### config.mk
export PLATFORM = sky130hd
export DESIGN_NAME = hvac_ctrl
export DESIGN_NICKNAME = d
export VERILOG_FILES = /design/src/rtl/hvac_ctrl.sv
export SDC_FILE = /design/constraint.sdc
export NUM_CORES = 1
export LEC_CHECK = 0
export CAP_MARGIN = 20
export CORE_ASPECT_RATIO = 1.25
export CORE_MARGIN = 3
export CORE_UTILIZATION = 34
export DETAILED_ROUTE_END_ITERATION = 8
export PLACE_DENSITY = 0.6
export SYNTH_ARGS = -nofsm -noshare
export SYNTH_HDL_FRONTEND = slang
export SYNTH_SLANG_ARGS = --single-unit
### constraint.sdc
create_clock -name clk -period 2.7 [get_ports clk]
set_input_delay 0.54 -clock clk [delete_from_list [all_inputs] [get_ports clk]]
set_output_delay 0.54 -clock clk [all_outputs]
set_load 0.01 [all_outputs]
### src/rtl/hvac_ctrl.sv
// Clocked HVAC controller: hysteresis, minimum run time, post-run lockout and banded fan speed.
// Optional macro HVAC_CTRL_FANRUN_EN keeps the fan at low speed throughout LOCKOUT.
module hvac_ctrl #(
    parameter int TEMP_W    = 8,
    parameter int HYST      = 1,
    parameter int LOW_BAND  = 5,
    parameter int HIGH_BAND = 10,
    parameter int MIN_ON    = 8,
    parameter int MIN_OFF   = 4
) (
    input  logic              clk,
    input  logic              rst,
    input  logic              en,
    input  logic [1:0]        mode,
    input  logic              sample_valid,
    input  logic [TEMP_W-1:0] dtemp,
    input  logic [TEMP_W-1:0] atemp,
    output logic              heat,
    output logic              cool,
    output logic              idle,
    output logic              lockout,
    output logic [1:0]        speed
);

    localparam int TMAX    = (MIN_ON > MIN_OFF) ? MIN_ON : MIN_OFF;
    localparam int TIMER_W = $clog2(TMAX + 1);

    localparam logic [TEMP_W:0]    HYST_V  = (TEMP_W+1)'(HYST);
    localparam logic [TEMP_W:0]    LOW_V   = (TEMP_W+1)'(LOW_BAND);
    localparam logic [TEMP_W:0]    HIGH_V  = (TEMP_W+1)'(HIGH_BAND);
    localparam logic [TIMER_W-1:0] ON_V    = TIMER_W'(MIN_ON);
    localparam logic [TIMER_W-1:0] OFF_V   = TIMER_W'(MIN_OFF);
    localparam logic [TIMER_W-1:0] ONE_V   = TIMER_W'(1);

`ifdef HVAC_CTRL_FANRUN_EN
    localparam logic [1:0] LOCK_SPEED = 2'b01;
`else
    localparam logic [1:0] LOCK_SPEED = 2'b00;
`endif

    typedef enum logic [1:0] {
        ST_IDLE    = 2'b00,
        ST_HEAT    = 2'b01,
        ST_COOL    = 2'b10,
        ST_LOCKOUT = 2'b11
    } state_t;

    state_t             state_r;
    state_t             state_nx_s;
    logic [TIMER_W-1:0] timer_r;
    logic [TIMER_W-1:0] timer_nx_s;
    logic [TIMER_W-1:0] timer_dec_s;
    logic [1:0]         speed_r;
    logic [1:0]         speed_nx_s;
    logic               heat_r;
    logic               cool_r;
    logic               idle_r;
    logic               lockout_r;

    logic [TEMP_W:0]    diff_s;
    logic [TEMP_W:0]    mag_s;
    logic               heat_req_s;
    logic               cool_req_s;
    logic               heat_ok_s;
    logic               cool_ok_s;
    logic               run_done_s;

    function automatic logic [1:0] band_speed(input logic [TEMP_W:0] mag);
        if (mag <= LOW_V) begin
            band_speed = 2'b01;
        end else if (mag <= HIGH_V) begin
            band_speed = 2'b10;
        end else begin
            band_speed = 2'b11;
        end
    endfunction

    // Magnitude of the setpoint error in one extra bit so the full operand range never wraps
    always_comb begin
        diff_s      = {1'b0, dtemp} - {1'b0, atemp};
        mag_s       = diff_s[TEMP_W] ? ((TEMP_W+1)'(0) - diff_s) : diff_s;
        heat_req_s  = (atemp < dtemp) && (mag_s > HYST_V);
        cool_req_s  = (atemp > dtemp) && (mag_s > HYST_V);
        heat_ok_s   = mode[0];
        cool_ok_s   = mode[1];
        timer_dec_s = (timer_r == '0) ? '0 : (timer_r - ONE_V);
        // Timer reaching zero on this edge permits exit, giving a dwell of exactly MIN_ON clocks
        run_done_s  = (timer_r <= ONE_V);
    end

    // Next-state, timer and fan speed selection
    always_comb begin
        state_nx_s = state_r;
        timer_nx_s = timer_r;
        speed_nx_s = speed_r;
        case (state_r)
            ST_IDLE: begin
                timer_nx_s = '0;
                speed_nx_s = 2'b00;
                if (sample_valid && en && heat_req_s && heat_ok_s) begin
                    state_nx_s = ST_HEAT;
                    timer_nx_s = ON_V;
                    speed_nx_s = band_speed(mag_s);
                end else if (sample_valid && en && cool_req_s && cool_ok_s) begin
                    state_nx_s = ST_COOL;
                    timer_nx_s = ON_V;
                    speed_nx_s = band_speed(mag_s);
                end else begin
                    state_nx_s = ST_IDLE;
                end
            end
            ST_HEAT: begin
                timer_nx_s = timer_dec_s;
                if (!en || !heat_ok_s) begin
                    state_nx_s = ST_LOCKOUT;
                    timer_nx_s = OFF_V;
                    speed_nx_s = LOCK_SPEED;
                end else if (sample_valid && (atemp >= dtemp) && run_done_s) begin
                    state_nx_s = ST_LOCKOUT;
                    timer_nx_s = OFF_V;
                    speed_nx_s = LOCK_SPEED;
                end else if (sample_valid) begin
                    speed_nx_s = band_speed(mag_s);
                end else begin
                    speed_nx_s = speed_r;
                end
            end
            ST_COOL: begin
                timer_nx_s = timer_dec_s;
                if (!en || !cool_ok_s) begin
                    state_nx_s = ST_LOCKOUT;
                    timer_nx_s = OFF_V;
                    speed_nx_s = LOCK_SPEED;
                end else if (sample_valid && (atemp <= dtemp) && run_done_s) begin
                    state_nx_s = ST_LOCKOUT;
                    timer_nx_s = OFF_V;
                    speed_nx_s = LOCK_SPEED;
                end else if (sample_valid) begin
                    speed_nx_s = band_speed(mag_s);
                end else begin
                    speed_nx_s = speed_r;
                end
            end
            ST_LOCKOUT: begin
                speed_nx_s = LOCK_SPEED;
                if (timer_r <= ONE_V) begin
                    state_nx_s = ST_IDLE;
                    timer_nx_s = '0;
                    speed_nx_s = 2'b00;
                end else begin
                    timer_nx_s = timer_dec_s;
                end
            end
            default: begin
                state_nx_s = ST_IDLE;
                timer_nx_s = '0;
                speed_nx_s = 2'b00;
            end
        endcase
    end

    // State, timer and registered one-hot outputs
    always_ff @(posedge clk or posedge rst) begin
        if (rst) begin
            state_r   <= ST_IDLE;
            timer_r   <= '0;
            speed_r   <= 2'b00;
            heat_r    <= 1'b0;
            cool_r    <= 1'b0;
            idle_r    <= 1'b1;
            lockout_r <= 1'b0;
        end else begin
            state_r   <= state_nx_s;
            timer_r   <= timer_nx_s;
            speed_r   <= speed_nx_s;
            heat_r    <= (state_nx_s == ST_HEAT);
            cool_r    <= (state_nx_s == ST_COOL);
            idle_r    <= (state_nx_s == ST_IDLE);
            lockout_r <= (state_nx_s == ST_LOCKOUT);
        end
    end

    assign heat    = heat_r;
    assign cool    = cool_r;
    assign idle    = idle_r;
    assign lockout = lockout_r;
    assign speed   = speed_r;

endmodule

==> results of run 1 <==
-- registers in the layout, summed over array words and instances (netlist names) --
register,flops
cool,1
heat,1
idle,1
lockout,1
speed,2
state_r,2
timer_r,4
-- timing repair --
action | CTS | global route
pin swaps | 19 | 23
setup endpoints to repair | 12 | 12
cloned | 0 | 0
setup buffers | 8 | 3
gates resized for setup | 51 | 41
hold buffers | 0 | 0
-- area by class of cell --
type / instances / area, um^2
clock buffers: 4 / 55.05
fillers: 286 / 1187
inverters: 14 / 65.06
multi-input cells: 141 / 1259
flip-flops and latches: 12 / 301.5
well taps: 39 / 48.80
repair buffers: 81 / 686.9
-- worst max-delay path, cell delays in order --
cell,delay [ns]
buf_8,0.11
inv_12,0.04
ha_4,0.12
inv_2,0.03
fa_2,0.39
a211oi_4,0.32
or3_4,0.19
a31oi_4,0.08
nand3b_1,0.17
or4_4,0.49
a222oi_1,0.35
buf_4,0.19
nand2_4,0.05
a41o_4,0.26
and2_4,0.13
-- cell families (layout without fill, tap and decap cells) --
family	count (synthesis)	in the layout	synth area share, %
AOI/OAI and AO/OA	50	50	25.81
and+or+nand+nor	68	68	26.28
muxes	3	3	2.372
buffers and inverters	18	99	5.407
adders and majority gates	10	10	10.06
DFF	12	12	22.87
xor gates and xnor gates	10	10	7.211
-- cell usage in the layout (no fill, tap or decap), types with 3 or more instances in the layout --
master	instances
nor2_1	15
nand2_1	14
o21ai_0	8
ha_4	7
xnor2_1	3
nand3_1	7
clkbuf_8	4
a31o_2	3
buf_6	4
nor3_1	4
clkdlybuf4s50_1	15
dfrtp_1	11
and2_4	3
nor2b_1	4
o21ai_2	3
o21ai_1	3
a21oi_1	7
inv_2	7
xor2_1	5
inv_1	6
clkbuf_2	4
nor2_2	3
buf_4	49
-- how the worst max path moves through the flow --
stage              from  endpoint  slack [ns]  cells after the start
2_1_floorplan  dtemp[0]   lockout       -0.65                     13
4_1_cts        dtemp[0]      cool       -0.58                     15
6_report       dtemp[0]   lockout       -0.63                     15
5_1_grt        dtemp[0]   lockout       -0.77                     15
3_3_place_gp   dtemp[0]   lockout       -1.27                     15
3_5_place_dp   dtemp[0]   lockout       -1.33                     15
-- routing by layer --
layer / track usage, % / routed length [um] / up-vias
met2: 35.16 / 2344 / 47
met1: 19.57 / 1509 / 745
met3: 2.203 / 137 / 17
met5: 0 / 0 / -
li1: - / - / 781
met4: 9.434 / 154 / 0
-- metrics by stage --
stage | power (mW) | hold slack, ns | util, %
6_report | 1.530 | 0.5270 | 67.05
5_1_grt | 1.643 | 0.5900 | 67.05
4_1_cts | 1.392 | 0.5265 | 62.92
3_5_place_dp | 1.103 | 0.5137 | 55.45
3_3_place_gp | 1.082 | 0.4975 | 55.45
2_1_floorplan | 0.7952 | 0.4040 | -
-- report_power, final --
part / internal [mW] / switching, mW / leakage (nW)
Clock: 0.129 / 0.0728 / 0.0288
Combinational: 0.527 / 0.449 / 0.900
Sequential: 0.258 / 0.0943 / 0.152
==> results.cfg, run 1 <==
[placement]
dpl-instance-area_um2 = 1998
place_ws_ns = -1.330
gp_congestion = 0.8719
port_buffers = 27
dp.cells = 276
hpwlAfterDp_mm = 2.939

[grt]
track_usage_pct = 18.61
grt_pass1_vias = 1620
grt_pass1_wl_mm = 6.713
grt_max_degree = 13
overflow = 0
antenna_found_initial = 0

[worst_setup_path]
critPathArrivalTime_ns = 3.47
timing.rr.end = speed[1]
worst_r2r_path_depth = 8
rr_startpoint = timer_r[2]
required_ns = 2.84
worst_setup_path_start_kind = input pin
critPathKind = input pin to register
cp-end-kind = register
ff2ff_setup_slack_ns = 1.01
crit_fanout = 5

[floorplan]
die_h_um = 75.63
initial_core_util_pct = 36.60
dieArea_um2 = 4667
coreArea_um2 = 3603
num_rows = 24
die_x_um = 61.71
pin_count = 28

[final_layout]
syn2layout_area_growth_pct = 83.21
final_cells = 291
drive_gt1_share_pct = 47.62
fin_area_um2 = 2416
nNetsFinal = 285
n_antenna_cell = 0

[yosys]
synth_edf_count = 0
ys_seq_area_share_pct = 22.87
synthFlopType = dfrtp_1
syn_nets = 203
synth.distinct_cells = 47
async_flop_share_pct = 100.0
synth_commonest_cells = nor2_1 (19), nand2_1 (15), inv_1 (14), o21ai_0 (14), dfrtp_1 (11)
avgSynthCellArea_um2 = 7.712
synth_warnings = 0
synth_area_leaders = dfrtp_1 (21%), ha_1 (8.5%), nor2_1 (5.4%)
syn_area_um2 = 1319
yosysTopAreaCell = dfrtp_1
yosys.cell_count.top_type = nor2_1
yosys.area.top_type_share_pct = 20.87
synthesis.instances = 171
ys_ff_latch = 12

[sta]
setup_viol = 12
min_period_ns = 3.328
relSlewSlack_pct = 69.22
clock_skew_ns = 0.0007883
clock.fmax_mhz = 300.5
tightest_slew_ns = 0.4617
fin_crit_sh_pct = 123.3
setup_tns_ns = -5.297
finalWorstSetupSlack_ns = -0.6282
finalMaxSlewViolations = 0
finalHoldViolCount = 0
rsz0062_at_grt = yes

[clock_tree]
worstSkewPairLatency_ns = 0.24
cts_buffers = 3
clk_pin_slew_worst_paths_ns = 0.06
cts_root_buffer = clkbuf_8
cts_tree = done
cts_max_level = 1
clock_sinks = 12
clock_path_buffers = 2

[power]
leakage_nw = 1.081
power_density_nw_per_um2 = 633.1
ir_drop_mv = 0.2074

[hold_path]
hp-start = speed[1]
whs_endpoint = speed[1]
min_path_type = register to register
min_path_cells = 2

[drt]
vias_per_cell = 5.464
routedWlPerCell_um = 14.25
wirelength_mm = 4.146
ant_nets = 0
vias = 1590
route.detailed.drc = 0
first_pass_iters = 5
first_iter_violations = 66

[flow_run]
drv_cap = 0

[outcome]
violations = setup timing
status = complete, but fails checks
Note: power is estimated with default switching activity, not from simulation.
==> run 2: changes to the inputs <==
Settings changed: CORE_UTILIZATION 34 to 51, PLACE_DENSITY 0.6 to 0.83.
Clock period 2.7 ns to 3.8 ns, I/O delays scaled along.
==> run 2 against run 1 <==
- the run now ends clean
- first-iteration DRC count decreased by 26%
- global-route usage increased by 6.9 points
- sequential power shrank 33%
- die area down 31%
- cell area down 20%
- clock power decreased by 59%
- setup slack improved by 0.77 ns
- cell count is 10% lower
- core utilization is 12 points higher
- combinational power shrank 43%
- routed wire length down 7.4%
- critical path type unchanged
==> results.cfg, run 2 (synthesized netlist as in run 1, its figures left out) <==
[outcome]
status = finished, final reports clean

[worst_setup_path]
path_buf_inv = 2
worst_setup_path_start_kind = input pin
crit_chain = clkdlybuf4s50_1 > fa_2 > a211oi_4 > nor2_2 > xnor2_2 > and3_4 > or4_4 > a222oi_1 > buf_4 > nand2_4 > a41o_2 > and2_4
critPathKind = input pin to register
crit_fanout = 5
cp_top_family = simple AND/OR/NAND/NOR gates
cp-end-kind = register
cpPeakStageDelay_ns = 0.53
required_ns = 3.98
cpMaxStageDelayCell = or4_4
critPathArrivalTime_ns = 3.84

[placement]
port_buffers = 27
gp_congestion = 0.8055
hpwlAfterDp_mm = 2.958
dpl-instance-area_um2 = 1829

[floorplan]
initial_core_util_pct = 53.78
pin_count = 28
dieArea_um2 = 3236
coreArea_um2 = 2452
num_rows = 20
die_x_um = 51.48
die_h_um = 62.86

[final_layout]
layout_common_cells = buf_4 (30), clkdlybuf4s50_1 (25), nor2_1 (18)
drive_gt1_share_pct = 25.88
regMostFlops = timer_r
largest_register_ffs = 4
syn2layout_area_growth_pct = 47.06
nNetsFinal = 261
final_common_cell = buf_4
fin_area_um2 = 1939
nFillCells = 172
n_antenna_cell = 0

[grt]
grt.met2_usage_pct = 49.52
track_usage_pct = 25.52
grt_pass1_vias = 1627
grt_max_degree = 13
grt_pass1_wl_mm = 6.458
grt-busiest-layer = met2
grtUsageMet3_pct = 3.580
antenna_found_initial = 0
grt_use_met1_pct = 22.37
overflow = 0

[flow_run]
drv_cap = 0

[drt]
vias_per_cell = 5.847
route.detailed.drc = 0
first_iter_violations = 49
wirelength_mm = 3.840
ant_nets = 0
vias = 1526
first_pass_iters = 5
routedWlPerCell_um = 14.71

[power]
leakage_nw = 0.8790
power_uw = 881.8
ir_drop_mv = 0.2525
power_density_nw_per_um2 = 454.7

[clock_tree]
clock_path_buffers = 2
worstSkewPairLatency_ns = 0.28
clock_sinks = 12
cts_root_buffer = clkbuf_4
cts_buffers = 3
cts_tree = done
cts_hold_buffers = 0
clk_pin_slew_worst_paths_ns = 0.07
cts_max_level = 1

[sta]
clock.fmax_mhz = 273.0
finalHoldViolCount = 0
whs_ns = 0.5217
finalMaxSlewViolations = 0
clock_skew_ns = 0.002971
min_period_ns = 3.663
tightest_slew_ns = 0.6832
relSlewSlack_pct = 54.10
fin_crit_sh_pct = 96.39
setup_viol = 0

[hold_path]
min_path_type = register to register
[run 2: cell types whose count changed in the layout (fill, tap and decap cells not counted), sizes merged]
cell and change:
clkbuf -4, clkdlybuf4s50 +10, buf -26, dlymetal6s2s -2
clkdlybuf4s15 -2
[run 2: worst paths after layout]
kind	start	endpoint	slack (ns)	depth (start not counted)
max	dtemp[1]	lockout	0.14	12
min	timer_r[0]	timer_r[0]	0.52	1
max reg2reg	timer_r[2]	speed[1]	1.62	6
min reg2reg	timer_r[0]	timer_r[0]	0.52	1
max in group asynchronous	rst	idle	2.69	2
min in group asynchronous	rst	heat	0.77	2
[run 2: repair_timing]
| action | 4_1_cts | 5_1_grt |
|---|---|---|
| hold endpoints to repair | 0 | 0 |
| endpoints found under the setup margin | 9 | 6 |
| resized for setup | 18 | 3 |
| buffers inserted | 1 | 0 |
| pin swaps | 13 | 4 |
[run 2: stage by stage]
stage	cells	TNS [ns]	utilization [%]	setup slack, ns
final	261	0	79.08	0.1373
after global routing	261	-0.05885	79.08	-0.02064
after CTS	261	0	78.78	0.09569
after detailed placement	256	-4.253	74.59	-0.5417
after global placement	256	-2.845	74.59	-0.3869
after floorplan	171	0	-	0.03100
[run 2: layout make-up]
class / instances / area, um^2 / area share [%]
multi-input cells: 141 / 1025 / 52.84
repair buffers: 57 / 493.0 / 25.42
flip-flops and latches: 12 / 301.5 / 15.55
inverters: 14 / 52.55 / 2.710
well taps: 33 / 41.29 / 2.129
clock buffers: 4 / 26.28 / 1.355
[run 2: metal layers]
| layer | routed length [um] | vias up | share of wire [%] |
|---|---|---|---|
| li1 | - | 738 | - |
| met1 | 1366 | 720 | 36 |
| met2 | 2167 | 47 | 56 |
| met3 | 107 | 21 | 2.8 |
| met4 | 199 | 0 | 5.2 |
| met5 | 0 | - | 0 |
[run 2: power breakdown]
| group | internal, mW | switching (mW) |
|---|---|---|
| Combinational | 0.282 | 0.279 |
| Sequential | 0.183 | 0.0541 |
| Clock | 0.0408 | 0.0425 |
==> run 3: changes to the inputs <==
Settings changed: CORE_ASPECT_RATIO 1.25 to not set.
Clock period 3.8 ns to 3.6 ns, I/O delays scaled along.
==> run 3 against run 2 <==
- the flow now finishes with violations (setup timing)
- cell area grew 10%
- combinational power is 31% higher
- setup slack worse by 0.26 ns
==> results.cfg, run 3 (synthesized netlist as in run 1, its figures left out) <==
[outcome]
status = complete, but fails checks
violations = setup timing

[clock_tree]
cts_buffers = 3
clock_path_buffers = 2
cts_tree = done
cts_max_level = 1
cts_root_buffer = clkbuf_4
worstSkewPairLatency_ns = 0.29
clk_pin_slew_worst_paths_ns = 0.08
clock_sinks = 12
cts_hold_buffers = 0

[sta]
finalHoldViolCount = 0
clock.fmax_mhz = 268.3
fin_crit_sh_pct = 103.5
whs_ns = 0.5428
finalWorstSetupSlack_ns = -0.1272
finalMaxSlewViolations = 0
rsz0062_at_grt = yes
setup_viol = 6
clock_skew_ns = 0.01265
min_period_ns = 3.727
relSlewSlack_pct = 46.16
setup_tns_ns = -0.5466
tightest_slew_ns = 0.8014

[floorplan]
initial_core_util_pct = 56.36
die_x_um = 56.85
die_h_um = 56.85
dieArea_um2 = 3232
num_rows = 17
coreArea_um2 = 2340
pin_count = 28

[power]
leakage_nw = 0.9761
power_density_nw_per_um2 = 507.0
ir_drop_mv = 0.6334
power_mw = 1.085

[placement]
place_ws_ns = -0.5389
port_buffers = 27
hpwlAfterDp_mm = 2.942
dp.cells = 253
dpl-instance-area_um2 = 1858
gp_congestion = 0.8655

[worst_setup_path]
timing.rr.end = heat
startpoint = atemp[4]
required_ns = 3.77
ff2ff_setup_slack_ns = 1.23
rr_startpoint = timer_r[2]
critPathArrivalTime_ns = 3.90
worst_r2r_path_depth = 5
crit_fanout = 10
worst_setup_path_start_kind = input pin
critPathKind = input pin to register
cp-end-kind = register

[grt]
antenna_found_initial = 0
overflow = 0
grt_max_degree = 13
grt_pass1_vias = 1635
track_usage_pct = 29.00
grt_pass1_wl_mm = 7.403

[hold_path]
min_path_type = register to register
whs_endpoint = speed[0]
hp-start = speed[0]
min_path_cells = 2

[drt]
vias_per_cell = 7.060
first_pass_iters = 9
vias = 1878
routedWlPerCell_um = 23.48
wirelength_mm = 6.246
ant_nets = 0
first_iter_violations = 212
route.detailed.drc = 0

[final_layout]
layout_common_cells = buf_4 (39), clkdlybuf4s50_1 (21), nor2_1 (17)
fin_area_um2 = 2141
final_cells = 266
nNetsFinal = 271
utilization_pct = 91.50
syn2layout_area_growth_pct = 62.33
largest_register_ffs = 4
regMostFlops = timer_r
n_antenna_cell = 0
drive_gt1_share_pct = 35.71
final_common_cell = buf_4

[flow_run]
drv_cap = 0
## run 3: cell count changes in the layout (fill, tap and decap cells not counted), sizes merged
cell	delta
dlymetal6s2s	+4
buf	+11
clkdlybuf4s50	-4
clkbuf	+1
dlygate4sd2	-2
## run 3: worst max-delay path, stage by stage
cell	delay, ns
clkdlybuf4s50_1	0.46
inv_1	0.07
ha_4	0.33
nand3_1	0.17
or3_4	0.42
a31oi_4	0.20
buf_4	0.20
a31o_2	0.14
nand4_1	0.18
a222oi_1	0.34
buf_4	0.19
nand2_4	0.05
a31o_4	0.25
and2_4	0.16
## run 3: area by class of cell
type | count | area, um^2
tap | 28 | 35.03
fill | 91 | 198.9
clock buffer | 4 | 26.28
multi-input combinational | 141 | 1142
sequential | 12 | 301.5
timing repair buffer | 67 | 580.6
inverter | 14 | 55.05
## run 3: what timing repair did
action | 4_1_cts | 5_1_grt
endpoints found under the hold margin | 0 | 0
endpoints found under the setup margin | 8 | 9
resized for setup | 14 | 33
buffers inserted | 6 | 3
pin swaps | 11 | 14
gates cloned | 0 | 0
## run 3: how the worst max path moves through the flow
stage	cells past startpoint	slack, ns	endpoint
after floorplan	13	-0.006	lockout
after global placement	16	-0.42	speed[1]
after detailed placement	16	-0.54	speed[1]
after CTS	14	0.02	lockout
after global routing	15	-0.28	lockout
final	14	-0.13	lockout
## run 3: where the power goes
| part | internal, mW | switching (mW) |
|---|---|---|
| Combinational | 0.347 | 0.386 |
| Sequential | 0.193 | 0.0679 |
| Clock | 0.0431 | 0.0482 |
## run 3: layer usage
layer  GRT usage, %  wire length [um]  share of wire [%]
met5              0                 0                  0
met4          15.23               503                8.1
met3          5.977               618                9.9
met2          50.33              2963                 47
met1          33.01              2161                 35
==> variant, RTL diff (settings of run 2) <==
Re-encode `state_t` (4 states) as one-hot, 4 bits wide.
--- a/src/rtl/hvac_ctrl.sv
+++ b/src/rtl/hvac_ctrl.sv
@@ -38,11 +38,11 @@
     localparam logic [1:0] LOCK_SPEED = 2'b00;
 `endif
 
-    typedef enum logic [1:0] {
-        ST_IDLE    = 2'b00,
-        ST_HEAT    = 2'b01,
-        ST_COOL    = 2'b10,
-        ST_LOCKOUT = 2'b11
+    typedef enum logic [3:0] {
+        ST_IDLE    = 4'b0001,
+        ST_HEAT    = 4'b0010,
+        ST_COOL    = 4'b0100,
+        ST_LOCKOUT = 4'b1000
     } state_t;
 
     state_t             state_r;
Behaviour: no difference found for any inputs over 10 cycles, from zero or initial values and one cycle with rst high; not proved beyond that.
==> variant against run 2 <==
Worst setup slack improved by 0.31 ns. Critical path depth rose by 2. Clock skew rose by 0.0067 ns. Sequential cell count rose by 2. Final area fell by 9.1%. Routed wire length fell by 13%. Area after synthesis rose by 8.0%.
Power is not compared: it rests on default switching activity, and its combinational part moved more than twofold at a synthesized area within 25%.
==> variant: results (changes against run 2) <==
Parameter                              Value

Worst setup path
  Number of cells traversed by the worst register-to-register path ... 7 (+1)
  Top Family by Delay on Critical Path ... compound AO/OA/AOI/OAI gates
  Slack of the worst reg-to-reg path ... 1.66 ns (+0.04 ns)
  CP startpoint ... dtemp[0]

Global routing
  Global-route wire length before repair ... 5.75 mm (-11%)
  All-Layer GR Usage ... 0.212 (-0.0434)
  Met3 Track Usage GR ... 0.0184 (-0.0174)

Status
  Outcome ... finished, final reports clean

Route
  Total number of vias ... 1,465 (-4.0%)
  Average routed wire per standard cell ... 14.1 um (-4.1%)
  Mean number of vias per cell ... 6.18 (+5.7%)

Synthesis
  Synthesized-area fraction occupied by ao, oa, aoi and oai cells ... 0.296 (+0.0381)
  Fraction of synthesized cell area in xor and xnor cells ... 0.0554 (-0.0167)
  Top post-synthesis cells by area ... sky130_fd_sc_hd__dfrtp_1 (21%), sky130_fd_sc_hd__ha_1 (7.9%), sky130_fd_sc_hd__o21ai_0 (4.9%), sky130_fd_sc_hd__inv_1 (4.2%), sky130_fd_sc_hd__nand2_1 (4.2%)
  Mux cell area share after synthesis ... 0.00703 (-0.0167)
  Register area share after synthesis ... 0.248 (+0.0192)
  Number of nets produced by synthesis ... 206 (+1.5%)

Final layout
  Net count of the finished layout ... 237 (-9.2%)

Clocking
  Resized Gates After CTS ... 0 (-18)

Min path
  Hold path depth ... 2 (+1)

Timing
  Worst Hold Slack ... 0.519 ns (-0.00269 ns)
  Measured slew at the worst slew-check pin ... 0.645 ns (-0.0382 ns)

Place
  Placed cell count ... 233 (-9.0%)
  Pre-CTS WS ... 0.178 ns (+0.720 ns)
  HPWL after DPL ... 2.72 mm (-8.0%)
## variant: worst min-delay path, cell delays in order, from the launching register on
cell and delay [ns]:
sky130_fd_sc_hd__dfrtp_1 0.35, sky130_fd_sc_hd__nand3b_1 0.07, sky130_fd_sc_hd__nand2_1 0.06
## variant: power groups by stage
stage               clock network (uW)  logic, uW  registers [uW]
floorplan                            0        161             165
CTS                                108        224             162
detailed placement                   0        223             165
finish                             108        225             162
global route                       117        253             163
global placement                     0        217             164
## variant: kinds of logic after synthesis
group | after synthesis
adders and majority gates | 10
AOI/OAI and AO/OA | 60
buffers and inverters | 18
xor gates and xnor gates | 9
muxes | 1
DFF | 14
and+or+nand+nor | 62
## variant: layout make-up
cell class              count  area, um^2
fillers                   229         790
clock buffers               4        36.3
flip-flops and latches     14         353
well taps                  33        41.3
multi-input cells         142         995
inverters                  16        60.1
repair buffers             28         278
## variant: layer usage
metal	vias to the layer above	wire, um
li1	710	-
met1	687	1290
met2	58	1830
met3	10	178
met4	0	51
met5	-	0
